File: config.mk
export PLATFORM = sky130hd
export DESIGN_NAME = mac_rr_scheduler
export DESIGN_NICKNAME = d
export VERILOG_FILES = /design/src/rtl/mac_rr_scheduler.sv
export SDC_FILE = /design/constraint.sdc
export NUM_CORES = 1
export LEC_CHECK = 0
export CORE_MARGIN = 1
export CORE_UTILIZATION = 30
export DETAILED_ROUTE_END_ITERATION = 7
export DONT_BUFFER_PORTS = 1
export GPL_TIMING_DRIVEN = 0
export SKIP_CTS_REPAIR_TIMING = 1
export SLEW_MARGIN = 10
export SYNTH_ARGS = -nofsm -noshare
export SYNTH_HDL_FRONTEND = slang
export SYNTH_SLANG_ARGS = --single-unit
File: constraint.sdc
create_clock -name clk -period 3.8 [get_ports clk]
set_clock_uncertainty 0.15 [all_clocks]
set_input_delay 0.95 -clock clk [delete_from_list [all_inputs] [get_ports clk]]
set_output_delay 0.95 -clock clk [all_outputs]
set_load 0.05 [all_outputs]
File: src/rtl/mac_rr_scheduler.sv
`default_nettype none
// ============================================================================
//  Module   : mac_rr_scheduler
//  Purpose  : Round-robin scheduler sharing one accumulating MAC among NREQ
//             requesters. A requester owns the MAC for a whole K-pair job:
//             the accumulator is cleared, the K operand pairs are forwarded,
//             and the final accumulation is returned tagged with the owner id.
//  Ports    : clk, reset (async, active-low)
//             req_valid/req_ready/req_a/req_b : per-requester operand streams
//             mac_clear/mac_valid_in/mac_a/mac_b : registered MAC drive
//             mac_f/mac_valid_out                : MAC accumulation return
//             res_valid/res_ready/res_data/res_id : tagged job result
//             busy : high whenever the scheduler is not idle
//  Revision : 1.0 - initial release
// ============================================================================
module mac_rr_scheduler #(
    parameter int NREQ = 2,
    parameter int IDW  = 1,
    parameter int K    = 4,
    parameter int KLOG = 3,
    parameter int W    = 8,
    parameter int FW   = 16
) (
    input  logic              clk,
    input  logic              reset,
    input  logic [NREQ-1:0]   req_valid,
    output logic [NREQ-1:0]   req_ready,
    input  logic [NREQ*W-1:0] req_a,
    input  logic [NREQ*W-1:0] req_b,
    output logic              mac_clear,
    output logic              mac_valid_in,
    output logic [W-1:0]      mac_a,
    output logic [W-1:0]      mac_b,
    input  logic [FW-1:0]     mac_f,
    input  logic              mac_valid_out,
    output logic              res_valid,
    input  logic              res_ready,
    output logic [FW-1:0]     res_data,
    output logic [IDW-1:0]    res_id,
    output logic              busy
);

    typedef enum logic [2:0] {
        IDLE  = 3'd0,
        CLEAR = 3'd1,
        FEED  = 3'd2,
        DRAIN = 3'd3,
        OUT   = 3'd4
    } state_t;

    localparam logic [KLOG-1:0] K_CNT  = KLOG'(K);
    localparam logic [KLOG-1:0] K_LAST = KLOG'(K - 1);
    localparam logic [IDW-1:0]  ID_MAX = IDW'(NREQ - 1);

    state_t          state;
    logic [IDW-1:0]  rr_ptr;
    logic [IDW-1:0]  owner;
    logic [KLOG-1:0] sent_cnt;
    logic [KLOG-1:0] recv_cnt;

    logic            grant_found;
    logic [IDW-1:0]  grant_id;
    logic            feeding;
    logic            feed_hs;
    logic [IDW-1:0]  next_ptr;

    // Search from rr_ptr upward (mod NREQ). Walking the offsets from the
    // highest down lets the smallest offset with a request win without a break.
    always_comb begin
        grant_found = 1'b0;
        grant_id    = '0;
        for (int i = NREQ - 1; i >= 0; i--) begin
            if (req_valid[IDW'((int'(rr_ptr) + i) % NREQ)]) begin
                grant_found = 1'b1;
                grant_id    = IDW'((int'(rr_ptr) + i) % NREQ);
            end
        end
    end

    assign feeding  = (state == FEED) && (sent_cnt < K_CNT);
    assign feed_hs  = feeding && req_valid[owner];
    assign next_ptr = (owner == ID_MAX) ? '0 : owner + 1'b1;

    // Only the owner ever sees ready, so non-owner requests simply wait.
    always_comb begin
        req_ready = '0;
        if (feeding) begin
            req_ready[owner] = 1'b1;
        end
    end

    always_ff @(posedge clk or negedge reset) begin
        if (!reset) begin
            state        <= IDLE;
            rr_ptr       <= '0;
            owner        <= '0;
            sent_cnt     <= '0;
            recv_cnt     <= '0;
            mac_clear    <= 1'b0;
            mac_valid_in <= 1'b0;
            mac_a        <= '0;
            mac_b        <= '0;
            res_valid    <= 1'b0;
            res_data     <= '0;
            res_id       <= '0;
            busy         <= 1'b0;
        end else begin
            // Clear and operand-valid are single-cycle strobes.
            mac_clear    <= 1'b0;
            mac_valid_in <= 1'b0;
            case (state)
                IDLE: begin
                    if (grant_found) begin
                        owner     <= grant_id;
                        mac_clear <= 1'b1;
                        busy      <= 1'b1;
                        state     <= CLEAR;
                    end
                end
                CLEAR: begin
                    sent_cnt <= '0;
                    recv_cnt <= '0;
                    state    <= FEED;
                end
                FEED, DRAIN: begin
                    if (feed_hs) begin
                        mac_valid_in <= 1'b1;
                        mac_a        <= req_a[owner*W +: W];
                        mac_b        <= req_b[owner*W +: W];
                        sent_cnt     <= sent_cnt + 1'b1;
                        if (sent_cnt == K_LAST) begin
                            state <= DRAIN;
                        end
                    end
                    if (mac_valid_out) begin
                        recv_cnt <= recv_cnt + 1'b1;
                        // All K pairs have been sent before the last step
                        // can return, so completion is only taken in DRAIN.
                        if ((state == DRAIN) && (recv_cnt == K_LAST)) begin
                            res_data  <= mac_f;
                            res_id    <= owner;
                            res_valid <= 1'b1;
                            state     <= OUT;
                        end
                    end
                end
                OUT: begin
                    if (res_ready) begin
                        res_valid <= 1'b0;
                        rr_ptr    <= next_ptr;
                        busy      <= 1'b0;
                        state     <= IDLE;
                    end
                end
                default: begin
                    state <= IDLE;
                    busy  <= 1'b0;
                end
            endcase
        end
    end

endmodule
`default_nettype wire

==> results.md, run 1 <==
- Status: completed
- Area of the multi-input gates: 925 sq um
- Crit path max fanout: 10
- Post-synthesis cell type count: 35
- Sequential area share after synthesis: 0.541
- Clock sink count: 48
- All-Layer GR Usage: 0.122
- CTS tree: done
- Net Sw Power: roughly 1.3 mW
- Nets: roughly 240
- Initial antenna violation count: 0
- Via count: 1418
- Antenna diodes: 0
- GPL Wtd Cong: between 0.7 and 0.8
- Minimum clock period: 3.41 ns
- Final wirelength: around 4500 um
- VDD IR max: ~0.00038 V
- Post-DP HPWL: between 3000 and 4000 um
- Core Footprint: roughly 7000 sq um
- Synth Instances: approximately 180
- Lkg Pwr: between 1 and 1.5 nW
- Post-synthesis net count: around 230
- Filler cell count: 736
- Die Width: 88.0 um
- Switch share: 0.521
- Sequential cell area: between 1000 and 1500 sq um
- Flops & latches, synth: between 40 and 50
- Internal power: 1.16 mW
- Post-route ant nets: 0
- Root Buffer: clkbuf_8
- Initial cell density of the core: 0.318
- Vias per cell: between 5 and 6
- Largest net degree at the start of global routing: 49
- Period Utilization, post-route: 0.897
- Flop pwr share: 0.627
- Worst-case clock buffer depth: 2
- Htree depth: 2
- Tightest Pin Transition: ~0.92 ns
- Fin. max-slew vios: 0
- Power density cells: 993 nW/um^2
- Worst Setup Start Kind: flip-flop
- Drt pass-1 iters: 4
- Wirelength per Cell: around 16 um
- Area Overhead vs Synth: 9.58%
- Final setup violating endpoints: 0
- CP required: ~2.7 ns
- Kind of critical path: reg -> out
- Setup_tns: 0 ns
- Worst hold slack: ~0.19 ns
- Clock latency on the worst-skew pair: about 0.29 ns
- Fmax achieved: around 0.29 GHz
- Most common cell after layout, fill and taps aside: dfrtp_1
- RSZ-0062 raised after global routing: no
- Vias in the first global route: around 1400
- First-pass GRT wire length: roughly 7000 um
- Mapped cell area: about 2200 sq um
- Global route total overflow: 0
- CTS Buf Count: 5
- Die footprint: between 7000 and 8000 sq um
- Height of the die: ~88 um
- Crit path from: state[0]
- Row count: 30
- Clock power frac: 0.128
- Min-delay worst type: in -> async
- Crit. End Element: primary output
- Rel. slew slack: 0.382
- Arr. time, crit path: 2.31 ns
- Share of post-route cells with drive strength above 1: 0.207
- Most frequent cells in the layout: dfrtp_1 (48), mux2i_1 (19), a21oi_1 (18), a31oi_1 (17)
- DRT iter0 DRCs: 50
- Warnings from Yosys: 0
- # IOs: a little over 90
- Hold Vio Cnt, Final: 0
- MaxCap Viol Count: 0
- Worst R2R Start: recv_cnt[0]
- Clk pin slew, worst setup/hold paths: about 0.09 ns
- Comb pwr share: 0.245
- Syn Area/Cell: between 10 and 15 sq um
- DRC Markers: 0
- I/O Buffers: 0
## state kept, by name, indices dropped and copies added (netlist names)
name	cells
sent_cnt	3
res_id	1
recv_cnt	3
res_data	16
state	3
rr_ptr	1
mac_valid_in	1
busy	1
mac_a	8
mac_clear	1
mac_b	8
owner	1
res_valid	1
## stage by stage
step	cell area, sq um	instances	util	power, mW	setup slack [ns]
after global routing	2430	280	0.348	2.56	0.271
after CTS	2430	280	0.348	2.45	0.356
after detailed placement	2340	272	0.335	2.13	0.690
after floorplan	2220	176	-	1.98	0.889
after global placement	2340	272	0.335	2.11	0.685
final	2430	280	0.348	2.41	0.390
## power groups by stage
stage	clock [mW]	sequential [mW]	combinational, mW
final	0.308	1.51	0.592
after global routing	0.348	1.55	0.663
after CTS	0.325	1.52	0.603
after detailed placement	0	1.53	0.606
after global placement	0	1.52	0.588
after floorplan	0	1.48	0.502
## cell type report
class,instances,share of cell area
clock buffers,6,0.0340
clock inverters,2,0.00412
flip-flops and latches,48,0.494
well taps,96,0.0494
multi-input cells,109,0.380
plain buffers,13,0.0293
inverters,6,0.00926
## cells by family (layout without fill, tap and decap cells)
group           count (synthesis)  in the layout  synth area share
fa+ha+maj                       4              4            0.0225
flops                          48             48             0.541
mux                            38             38             0.196
compound gates                 47             47             0.127
simple gates                   20             20            0.0716
buf+inv                        19             27            0.0423
## critical path, cell delays in order (launching register included)
cell	delay [ns]
dfrtp_1	0.36
buf_2	0.19
nor4b_4	0.47
buf_4	0.25
nor2b_1	0.75
## layer usage
metal	vias to the layer above	track usage	share of wire
li1	649	-	-
met1	692	0.150	0.43
met2	75	0.202	0.47
met3	2	0.0405	0.092
met4	0	0.0352	0.0058
met5	-	0	0
## cells in the mapped netlist
| master | n | area [sq um] |
|---|---|---|
| mux2_4 | 8 | 120 |
| nand3b_1 | 2 | 15.0 |
| buf_4 | 2 | 15.0 |
| nand2_1 | 4 | 15.0 |
| buf_1 | 1 | 3.75 |
| and3_1 | 1 | 6.26 |
| and2_1 | 1 | 6.26 |
| inv_1 | 6 | 22.5 |
| a31o_1 | 1 | 8.76 |
| nor4b_2 | 1 | 15.0 |
| nor3b_1 | 1 | 7.51 |
| a21boi_1 | 1 | 7.51 |
| nor2_1 | 1 | 3.75 |
| ha_1 | 4 | 50.1 |
| buf_2 | 6 | 30.0 |
| mux2_1 | 3 | 33.8 |
| o22ai_1 | 1 | 6.26 |
| o21ai_0 | 4 | 20.0 |
| or2_2 | 1 | 6.26 |
| and2b_1 | 1 | 7.51 |
| nor2b_1 | 1 | 6.26 |
| o21bai_1 | 1 | 7.51 |
| mux2i_1 | 19 | 190 |
| a22o_1 | 4 | 35.0 |
| nand2b_1 | 1 | 6.26 |
| a31oi_1 | 17 | 106 |
| nand4_4 | 1 | 21.3 |
| dfrtp_1 | 48 | 1200 |
| mux2_2 | 8 | 90.1 |
| nor4b_4 | 1 | 23.8 |
| nand3_1 | 2 | 10.0 |
| or3b_2 | 1 | 8.76 |
| clkbuf_1 | 3 | 11.3 |
| a21oi_1 | 18 | 90.1 |
| buf_6 | 1 | 11.3 |
## final timing paths
path                                      to  slack (ns)  cells after the start
worst min register to register   sent_cnt[0]        0.34                      1
max in group asynchronous           mac_a[0]        3.21                      0
min in group clk                 sent_cnt[0]        0.34                      1
worst min-delay path             recv_cnt[1]        0.19                      0
worst max register to register   res_data[7]        1.98                      5
worst max-delay path            req_ready[0]        0.39                      4
Note: power is estimated with default switching activity, not from simulation.
==> run 2, diff against run 1 <==
--- a/config.mk
+++ b/config.mk
@@ -10,6 +10,7 @@
 export DETAILED_ROUTE_END_ITERATION = 7
 export DONT_BUFFER_PORTS = 1
 export GPL_TIMING_DRIVEN = 0
+export SETUP_SLACK_MARGIN = 0.5
 export SKIP_CTS_REPAIR_TIMING = 1
 export SLEW_MARGIN = 10
 export SYNTH_ARGS = -nofsm -noshare
==> results.md, run 2 (synthesis results as in run 1) <==
- Status: completed
- # IOs: 93
- Post-route ant nets: 0
- Initial antenna violation count: 0
- Power density cells: ~1000 nW/um^2
- Min-delay worst type: in -> async
- Share of post-route cells with drive strength above 1: 0.212
- Vias per cell: a little over 5
- Arr. time, crit path: approximately 2 ns
- Nets: 241
- Sequential cell area: approximately 1200 sq um
- Largest net degree at the start of global routing: between 40 and 50
- Worst reg-to-reg path cell count: 5
- Most common cell after layout, fill and taps aside: dfrtp_1
- Clock sink count: 48
- Worst Setup Start Kind: flip-flop
- Filler cell count: ~740
- Root Buffer: clkbuf_8
- CTS Buf Count: 5
- Largest Register: res_data
- Final setup violating endpoints: 0
- Hold Vio Cnt, Final: 0
- Crit path max fanout: 10
- MaxCap Viol Count: 0
- Rel. slew slack: 0.565
- CTS tree: done
- RSZ-0062 raised after global routing: no
- I/O Buffers: 0
- Antenna diodes: 0
- Reg2Reg Setup Slack: between 1.5 and 2 ns
- All-Layer GR Usage: 0.122
- Via count: ~1400
- CP required: between 2 and 3 ns
- Wirelength per Cell: 16.1 um
- Area Overhead vs Synth: 9.70%
- Minimum clock period: ~3.1 ns
- VDD IR max: 0.000386 V
- Htree depth: 2
- Pre-CTS setup slack: 0.690 ns
- Setup_tns: 0 ns
- Die Width: around 88 um
- Clock latency on the worst-skew pair: around 0.29 ns
- Row count: 30
- Biggest regs: res_data: 16 flops, mac_a: 8 flops, mac_b: 8 flops
- Height of the die: around 88 um
- RR Endpoint: res_data[7]
- GPL Wtd Cong: around 0.72
- First-pass GRT wire length: ~7100 um
- Vias in the first global route: 1406
- Kind of critical path: reg -> out
- Clk pin slew, worst setup/hold paths: approximately 0.090 ns
- Post-route setup slack: ~0.65 ns
- Final wirelength: between 4000 and 5000 um
- Die footprint: around 7700 sq um
- Area of the multi-input gates: approximately 900 sq um
- DRC Markers: 0
- Drt pass-1 iters: 4
- Worst R2R Start: recv_cnt[0]
- Post-DP HPWL: about 3300 um
- Global route total overflow: 0
- Core Footprint: about 7000 sq um
- Most frequent cells in the layout: dfrtp_1 (48), mux2i_1 (19), a21oi_1 (18), a31oi_1 (17)
- Fmax achieved: about 0.32 GHz
- Crit. End Element: primary output
- Worst-case clock buffer depth: 2
- Period Utilization, post-route: 0.828
- Initial cell density of the core: 0.318
- Tightest Pin Transition: roughly 0.65 ns
- DRT iter0 DRCs: a little over 50
- Lkg Pwr: about 1.2 nW
- Fin. max-slew vios: 0
- Max FFs per register: 16
-- run 2: worst max-delay path, cell delays in order, from the launching register on --
cell and delay, ns:
dfrtp_1 0.36, buf_2 0.19, nor4b_4 0.46, buf_4 0.25
nor2b_2 0.49
-- run 2: worst max path at each step --
stage               startpoint           end
finish                state[0]  req_ready[0]
global route          state[0]  req_ready[0]
CTS                   state[0]  req_ready[0]
detailed placement    state[0]  req_ready[0]
global placement      state[0]  req_ready[0]
floorplan             state[0]  req_ready[0]
-- run 2: final cells by class --
type / instances / share of cell area
Clock buffer: 6 / 0.0339
Tap cell: 96 / 0.0493
Sequential cell: 48 / 0.493
Multi-Input combinational cell: 109 / 0.381
Buffer: 13 / 0.0293
Clock inverter: 2 / 0.00411
Inverter: 6 / 0.00925
-- run 2: report_power, final --
part           switching (mW)  internal, mW  leakage, nW
Clock                   0.163         0.145       0.0510
Combinational           0.301         0.292        0.583
Sequential              0.794         0.720        0.581
-- run 2: stage by stage --
step	cells	instance area, sq um	total power, mW	util	hold WS [ns]
global placement	272	2340	2.11	0.335	0.326
CTS	280	2430	2.45	0.348	0.179
finish	280	2430	2.42	0.349	0.194
floorplan	176	2220	1.98	-	0.302
detailed placement	272	2340	2.13	0.335	0.330
global route	280	2430	2.56	0.349	0.166
-- run 2: metal layers --
metal / global-route usage / vias to the layer above / part of all wire
met3: 0.0405 / 2 / 0.089
li1: - / 649 / -
met1: 0.150 / 692 / 0.43
met2: 0.202 / 72 / 0.47
met5: 0 / - / 0
met4: 0.0352 / 0 / 0.0058
==> run 3, diff against run 2 <==
==> constraint.sdc (replaced) <==
create_clock -name clk -period 3 [get_ports clk]
set_clock_uncertainty 0.15 [all_clocks]
set_input_delay 0.75 -clock clk [delete_from_list [all_inputs] [get_ports clk]]
set_output_delay 0.75 -clock clk [all_outputs]
set_load 0.05 [all_outputs]
==> results.md, run 3 (synthesis results as in run 1) <==
- Worst path depth: 4
- Biggest regs: res_data: 16 flops, mac_a: 8 flops, mac_b: 8 flops
- Crit. End Element: primary output
- Share of post-route cells with drive strength above 1: 0.247
- Final wirelength: roughly 4700 um
- Filler cell count: 718
- Pre-CTS setup slack: about 0.27 ns
- Fin. max-slew vios: 0
- Total power: between 3 and 4 mW
- Worst Setup Start Kind: flip-flop
- Root Buffer: clkbuf_8
- Placed cell area: about 2300 sq um
- CP Cell Sequence: buf_6 -> nor4b_4 -> buf_6 -> nor2b_4
- Post-route ant nets: 0
- Power density cells: about 1200 nW/um^2
- Tightest Pin Transition: 0.534 ns
- DRC Markers: 0
- Vias per cell: 5.09
- Final setup violating endpoints: 0
- Most common cell after layout, fill and taps aside: dfrtp_1
- Min-delay worst type: in -> async
- Clock sink count: 48
- Largest Register: res_data
- MaxCap Viol Count: 0
- Post-route setup slack: between 0.4 and 0.5 ns
- Clk pin slew, worst setup/hold paths: around 0.080 ns
- Nets: ~250
- Initial cell density of the core: 0.318
- VDD IR max: 0.000449 V
- Clock latency on the worst-skew pair: 0.29 ns
- Initial antenna violation count: 0
- Arr. time, crit path: 1.66 ns
- Die Width: around 88 um
- Worst R2R Start: recv_cnt[0]
- Die footprint: about 7700 sq um
- Global route total overflow: 0
- RR Endpoint: res_data[8]
- CTS tree: done
- Crit path max fanout: 6
- Max stage delay on crit path: 0.38 ns
- Vias in the first global route: between 1000 and 1500
- Rel. slew slack: 0.644
- Hold Vio Cnt, Final: 0
- Crit path capture: req_ready[0]
- # IOs: between 90 and 100
- RSZ-0062 raised after global routing: yes
- Kind of critical path: reg -> out
- Most frequent cells in the layout: dfrtp_1 (48), mux2i_1 (19), a21oi_1 (18), a31oi_1 (17)
- Worst path top cell family by delay: simple AND/OR/NAND/NOR gates
- Reg2Reg Setup Slack: ~1.2 ns
- Worst-case clock buffer depth: 2
- Drt pass-1 iters: 4
- Setup_tns: 0 ns
- CP bufs+invs: 2
- DRT iter0 DRCs: 42
- Fin cells: between 200 and 300
- I/O Buffers: 0
- Wirelength per Cell: 16.5 um
- Design area: roughly 2500 sq um
- Via count: between 1000 and 1500
- Height of the die: about 90 um
- All-Layer GR Usage: 0.127
- Worst reg-to-reg path cell count: 5
- CP required: approximately 2.1 ns
- Period Utilization, post-route: 0.852
- Post-DP HPWL: roughly 3400 um
- CP dominant cell by count: buf_6
- Crit path from: state[0]
- Final Util: 0.362
- Slowest CP cell: dfrtp_1
- First-pass GRT wire length: between 7000 and 8000 um
- Core Footprint: 6980 sq um
- Status: completed
- Antenna diodes: 0
- Max FFs per register: 16
- CTS Buf Count: 5
- Lkg Pwr: 1.26 nW
- Placed cells: about 270
- Largest net degree at the start of global routing: around 50
- Area Overhead vs Synth: 13.9%
- Fmax achieved: about 0.39 GHz
- Row count: 30
- Worst hold slack: around 0.14 ns
- Minimum clock period: roughly 2.6 ns
- GPL Wtd Cong: around 0.7
- Htree depth: 2
[run 3: worst min path at each step]
stage | startpoint | to | slack, ns | cells after the start
final | reset | recv_cnt[1] | 0.14 | 1
after global routing | reset | recv_cnt[0] | 0.15 | 1
after CTS | reset | mac_b[3] | -0.03 | 0
after detailed placement | reset | recv_cnt[0] | 0.31 | 0
after global placement | reset | recv_cnt[0] | 0.31 | 0
after floorplan | reset | busy | 0.30 | 0
[run 3: layer usage]
layer	part of all wire	GRT usage	vias up	wire length, um
met5	0	0	-	0
met4	0.0078	0.0396	0	37
met3	0.084	0.0415	4	398
met2	0.49	0.203	63	2300
met1	0.42	0.163	721	1990
li1	-	-	667	-
[run 3: layout make-up]
| cell class | count | area [sq um] | area share |
|---|---|---|---|
| Buffer | 13 | 82.6 | 0.0327 |
| Clock buffer | 7 | 96.3 | 0.0381 |
| Inverter | 6 | 22.5 | 0.00891 |
| Multi-Input combinational cell | 109 | 933 | 0.369 |
| Sequential cell | 48 | 1200 | 0.475 |
| Tap cell | 96 | 120 | 0.0475 |
| Timing Repair Buffer | 7 | 72.6 | 0.0287 |
[run 3: power breakdown]
part	switching (mW)	total [mW]	internal [mW]
Combinational	0.403	0.824	0.421
Clock	0.208	0.413	0.206
Sequential	1.01	1.92	0.912
